===== src/rtl/regfile_dbg_access.sv =====
// Debug-side register file initiator: one read or write per request.
// Ports: i_clk/i_rst; req channel (i_req_valid/o_req_ready/i_req_we/
// i_req_addr/i_req_wdata); rsp channel (o_rsp_valid/i_rsp_ready/
// o_rsp_rdata/o_rsp_err); o_busy; register file read port 1 and
// write port (o_rf_rd_addr1/i_rf_rd_data1, o_rf_wr_en/addr/data).
module regfile_dbg_access #(
    parameter int XW = 32
) (
    input  logic          i_clk,
    input  logic          i_rst,
    input  logic          i_halted,
    input  logic          i_req_valid,
    output logic          o_req_ready,
    input  logic          i_req_we,
    input  logic [4:0]    i_req_addr,
    input  logic [XW-1:0] i_req_wdata,
    output logic          o_rsp_valid,
    input  logic          i_rsp_ready,
    output logic [XW-1:0] o_rsp_rdata,
    output logic          o_rsp_err,
    output logic          o_busy,
    output logic [4:0]    o_rf_rd_addr1,
    input  logic [XW-1:0] i_rf_rd_data1,
    output logic          o_rf_wr_en,
    output logic [4:0]    o_rf_wr_addr,
    output logic [XW-1:0] o_rf_wr_data
);

    typedef enum logic [2:0] {
        IDLE,
        RD_ADDR,
        RD_CAP,
        WR,
        RESP
    } state_t;

    state_t        state;
    state_t        state_nxt;
    logic          ready_q;
    logic [4:0]    addr_q;
    logic [XW-1:0] wdata_q;
    logic [XW-1:0] rdata_q;
    logic          err_q;
    logic          req_fire;

    // ready is a flop so it stays low while reset is held and
    // never depends combinationally on i_rsp_ready.
    assign req_fire = i_req_valid && ready_q;

    always_comb begin
        state_nxt   = state;
        o_rsp_valid = 1'b0;
        o_rf_wr_en  = 1'b0;
        o_busy      = 1'b1;
        unique case (state)
            IDLE: begin
                o_busy = 1'b0;
                if (req_fire) begin
                    if (!i_halted)
                        state_nxt = RESP;
                    else if (i_req_we)
                        state_nxt = WR;
                    else
                        state_nxt = RD_ADDR;
                end
            end
            RD_ADDR: state_nxt = RD_CAP;
            RD_CAP:  state_nxt = RESP;
            WR: begin
                o_rf_wr_en = 1'b1;
                state_nxt  = RESP;
            end
            RESP: begin
                o_rsp_valid = 1'b1;
                if (i_rsp_ready)
                    state_nxt = IDLE;
            end
            default: state_nxt = IDLE;
        endcase
    end

    always_ff @(posedge i_clk) begin
        if (i_rst) begin
            state   <= IDLE;
            ready_q <= 1'b0;
            addr_q  <= '0;
            wdata_q <= '0;
            rdata_q <= '0;
            err_q   <= 1'b0;
        end else begin
            state   <= state_nxt;
            ready_q <= (state_nxt == IDLE);
            if (req_fire) begin
                addr_q  <= i_req_addr;
                wdata_q <= i_req_wdata;
                rdata_q <= '0;
                err_q   <= !i_halted;
            end
            // Register file read data arrives one cycle after the address.
            if (state == RD_CAP)
                rdata_q <= i_rf_rd_data1;
        end
    end

    assign o_req_ready   = ready_q;
    assign o_rsp_rdata   = rdata_q;
    assign o_rsp_err     = err_q;
    assign o_rf_rd_addr1 = addr_q;
    assign o_rf_wr_addr  = addr_q;
    assign o_rf_wr_data  = wdata_q;

endmodule


===== config.mk =====
export PLATFORM = sky130hd
export DESIGN_NAME = regfile_dbg_access
export DESIGN_NICKNAME = d
export VERILOG_FILES = /design/src/rtl/regfile_dbg_access.sv
export SDC_FILE = /design/constraint.sdc
export NUM_CORES = 1
export LEC_CHECK = 0
export ABC_AREA = 1
export CELL_PAD_IN_SITES_DETAIL_PLACEMENT = 1
export CELL_PAD_IN_SITES_GLOBAL_PLACEMENT = 2
export CORE_MARGIN = 4
export CORE_UTILIZATION = 20
export CTS_CLUSTER_DIAMETER = 200
export CTS_CLUSTER_SIZE = 14
export DETAILED_ROUTE_END_ITERATION = 10
export PLACE_DENSITY = 0.78
export SETUP_SLACK_MARGIN = 0.3
export SYNTH_ARGS = -nofsm -noshare
export SYNTH_HDL_FRONTEND = slang
export SYNTH_SLANG_ARGS = --single-unit

===== constraint.sdc =====
create_clock -name i_clk -period 1.2 [get_ports i_clk]
set_clock_uncertainty 0.1 [all_clocks]
set_input_delay 0.36 -clock i_clk [delete_from_list [all_inputs] [get_ports i_clk]]
set_output_delay 0.36 -clock i_clk [all_outputs]
set_load 0.05 [all_outputs]

==> flow_summary.ini <==
[power]
power_density_nw_per_um2 = 1000
p_leak_uw = 0.00267
peakVddDrop_v = 0.000526

[cells_and_area]
diodes = 0
final_cells = 714
multi_input_area_um2 = 1640
layout.nets = 608
area_delta_synth_final_pct = 157
regArea_um2 = 1760
fill_cells = 1390
layout-drive-gt1-share_pct = 64.1

[hold_path]
hold_class = primary input to flip-flop

[place]
placedCellCount = 658
post-dp-hpwl_mm = 7.90
dp_slack_ns = -0.504
place_congestion = 0.735
port_buffers = 153

[clock_network]
cts.path.max_buffers = 2
root_buffer = clkbuf_16
cts_num_sinks = 74
cts_buffers = 9
insertion_delay_ns = 0.33
tritoncts = yes
clk_pin_slew_ns = 0.06
htree_num_levels = 3

[grt]
grt-busiest-layer = met2
grt_first_pass_wirelength_mm = 18.7
grt_max_degree = 27
grt_overflow_total = 0
use_met2_pct = 25.8
use_met3_pct = 3.71
grt_pass1_vias = 3278
grt.total_usage_pct = 15.0
grt_util_met1_pct = 18.2
grt_antenna_before_repair = 0

[die]
die_h_um = 126
floorplan.die_area_um2 = 15800
num_io_pins = 154
design.core.area_um2 = 13400
initial_core_util_pct = 20.6
rows = 42
die_w_um = 126

[yosys]
netlist_area_um2 = 2760
yosys_warnings = 0
ys_ff_latch = 74
syn_nets = 418
synth_edf_count = 0
netlist-cell-type-count = 19
synthTopCellsByCount = 103 x nand2_1, 74 x dfxtp_1, 60 x a21oi_1
seq_area_frac_synth_pct = 53.6
yosys.area.top_type_share_pct = 53.6
synthTopCellsByArea = dfxtp_1 54%, nand2_1 14%, a21oi_1 11%, nand3_1 6.3%, a21oi_2 3.2%
synthFlopType = dfxtp_1
synthCells = 343
yosysMostFrequentCell = nand2_1
syn_avg_cell_area_um2 = 8.05
yosysTopAreaCell = dfxtp_1
async_flop_share_pct = 0

[timing]
setup_viol = 138
drv_slew = 0
relSlewSlack_pct = 79.0
max_clock_freq_mhz = 641
tightestPinTransition_ns = 0.316
fin_ws_ns = -0.360
hold_viol = 0
rsz0062_at_grt = true
finalCriticalPeriod_ns = 1.56
period_share_pct = 130

[critical_path]
cp.required_ns = 0.74
crit_fanout = 4
slowest_stage = dfxtp_4
cp_slowest_stage_delay_ns = 0.37
reg2reg_slack_ns = -0.18
cp.arrival_ns = 1.10
crit_type = flip-flop to primary output
crit_path_start_kind = flip-flop
crit_chain = inv_6 -> nand2_4 -> nor2_4 -> buf_12
end_kind = primary output

[detailed_routing]
drt_first_iter_violations = 98
firstDrtPassIters = 4
routed_wl_mm = 13.5
via_per_inst = 4.44
vias = 3172
route.detailed.drc = 0
wire_per_inst_um = 18.9
postRouteAntennaNets = 0

[outcome]
violations = setup timing
status = finished, violations left

[job]
drv_cap = 0
[layout by cell type (no fill, tap or decap)]
master	instances
nor3_2	1
nand2_1	53
buf_8	1
nand3_1	31
inv_6	1
inv_8	3
a21oi_2	46
nor3_4	1
inv_12	2
buf_6	10
inv_2	1
clkdlybuf4s50_1	71
clkinv_1	1
inv_16	3
buf_12	91
clkbuf_16	16
nor2_4	4
nor2_2	3
nand2_2	24
nor2_1	4
a21oi_1	24
buf_4	14
nand2_4	36
nand3b_1	1
clkinv_8	1
o21ai_4	1
buf_16	4
buf_2	1
nand3_4	1
inv_4	1
nand3_2	4
clkbuf_1	6
dfxtp_4	74
dlygate4sd2_1	2
nand2_8	1
[layer usage]
layer / up-vias / share of wire, %
met5: - / 0
met4: 0 / 1.7
met3: 15 / 4.1
met2: 87 / 53
met1: 1557 / 41
li1: 1513 / -
[what timing repair did]
action	CTS	global route
setup endpoints to repair	153	153
pin swaps	10	35
hold buffers	0	0
setup buffers	14	8
gates cloned	8	10
gates resized for setup	70	119
endpoints found under the hold margin	0	0
[state kept, by name, summed over array words and instances (netlist names)]
signal	flops
o_rsp_err	1
o_req_ready	1
o_rf_rd_addr1	5
state	3
o_rsp_rdata	32
o_rf_wr_data	32
[worst max-delay path, delay by kind of cell, from the launching register on]
kind	cells	cell delay, ns
simple gates	2	0.16
buf+inv	2	0.23
flops	1	0.37
[where the power goes]
group	switching, µW	internal [µW]
clock	971	1400
combinational	1060	1080
sequential	138	2470
[cell type report]
type | count | area share (%)
timing repair buffer | 201 | 43.3
sequential | 74 | 24.8
multi-input combinational | 235 | 23.1
clock buffer | 15 | 3.49
tap | 176 | 3.10
timing repair inverter | 7 | 1.50
inverter | 5 | 0.775
clock inverter | 1 | 0.0528
[final timing paths]
check | cells after the start | from | end
min | 2 | i_rst | o_rf_wr_data[23]
max reg2reg | 6 | state[1] | o_rsp_rdata[5]
min reg2reg | 2 | o_rf_wr_data[26] | o_rf_wr_data[26]
max | 4 | state[2] | o_rf_wr_en
[cell families (layout without fill, tap and decap cells)]
logic type / after synthesis / in the layout / synth area share (%)
flops: 74 / 74 / 53.6
compound gates: 71 / 71 / 14.2
buf+inv: 34 / 229 / 6.80
simple gates: 164 / 164 / 25.3
[stage by stage]
step,hold WS (ns),instance area (µm²),TNS (ns),utilization (%),total power [µW]
after floorplan,0.392,3180,-0.145,-,3340
after global placement,0.383,5660,-31.49,42.2,4180
after detailed placement,0.389,5660,-34.38,42.2,4200
after CTS,0.288,6410,-14.70,47.8,6910
after global routing,0.299,7100,-19.92,53.0,7460
final,0.292,7100,-14.47,53.0,7120
Note: power is estimated with default switching activity, not from simulation.
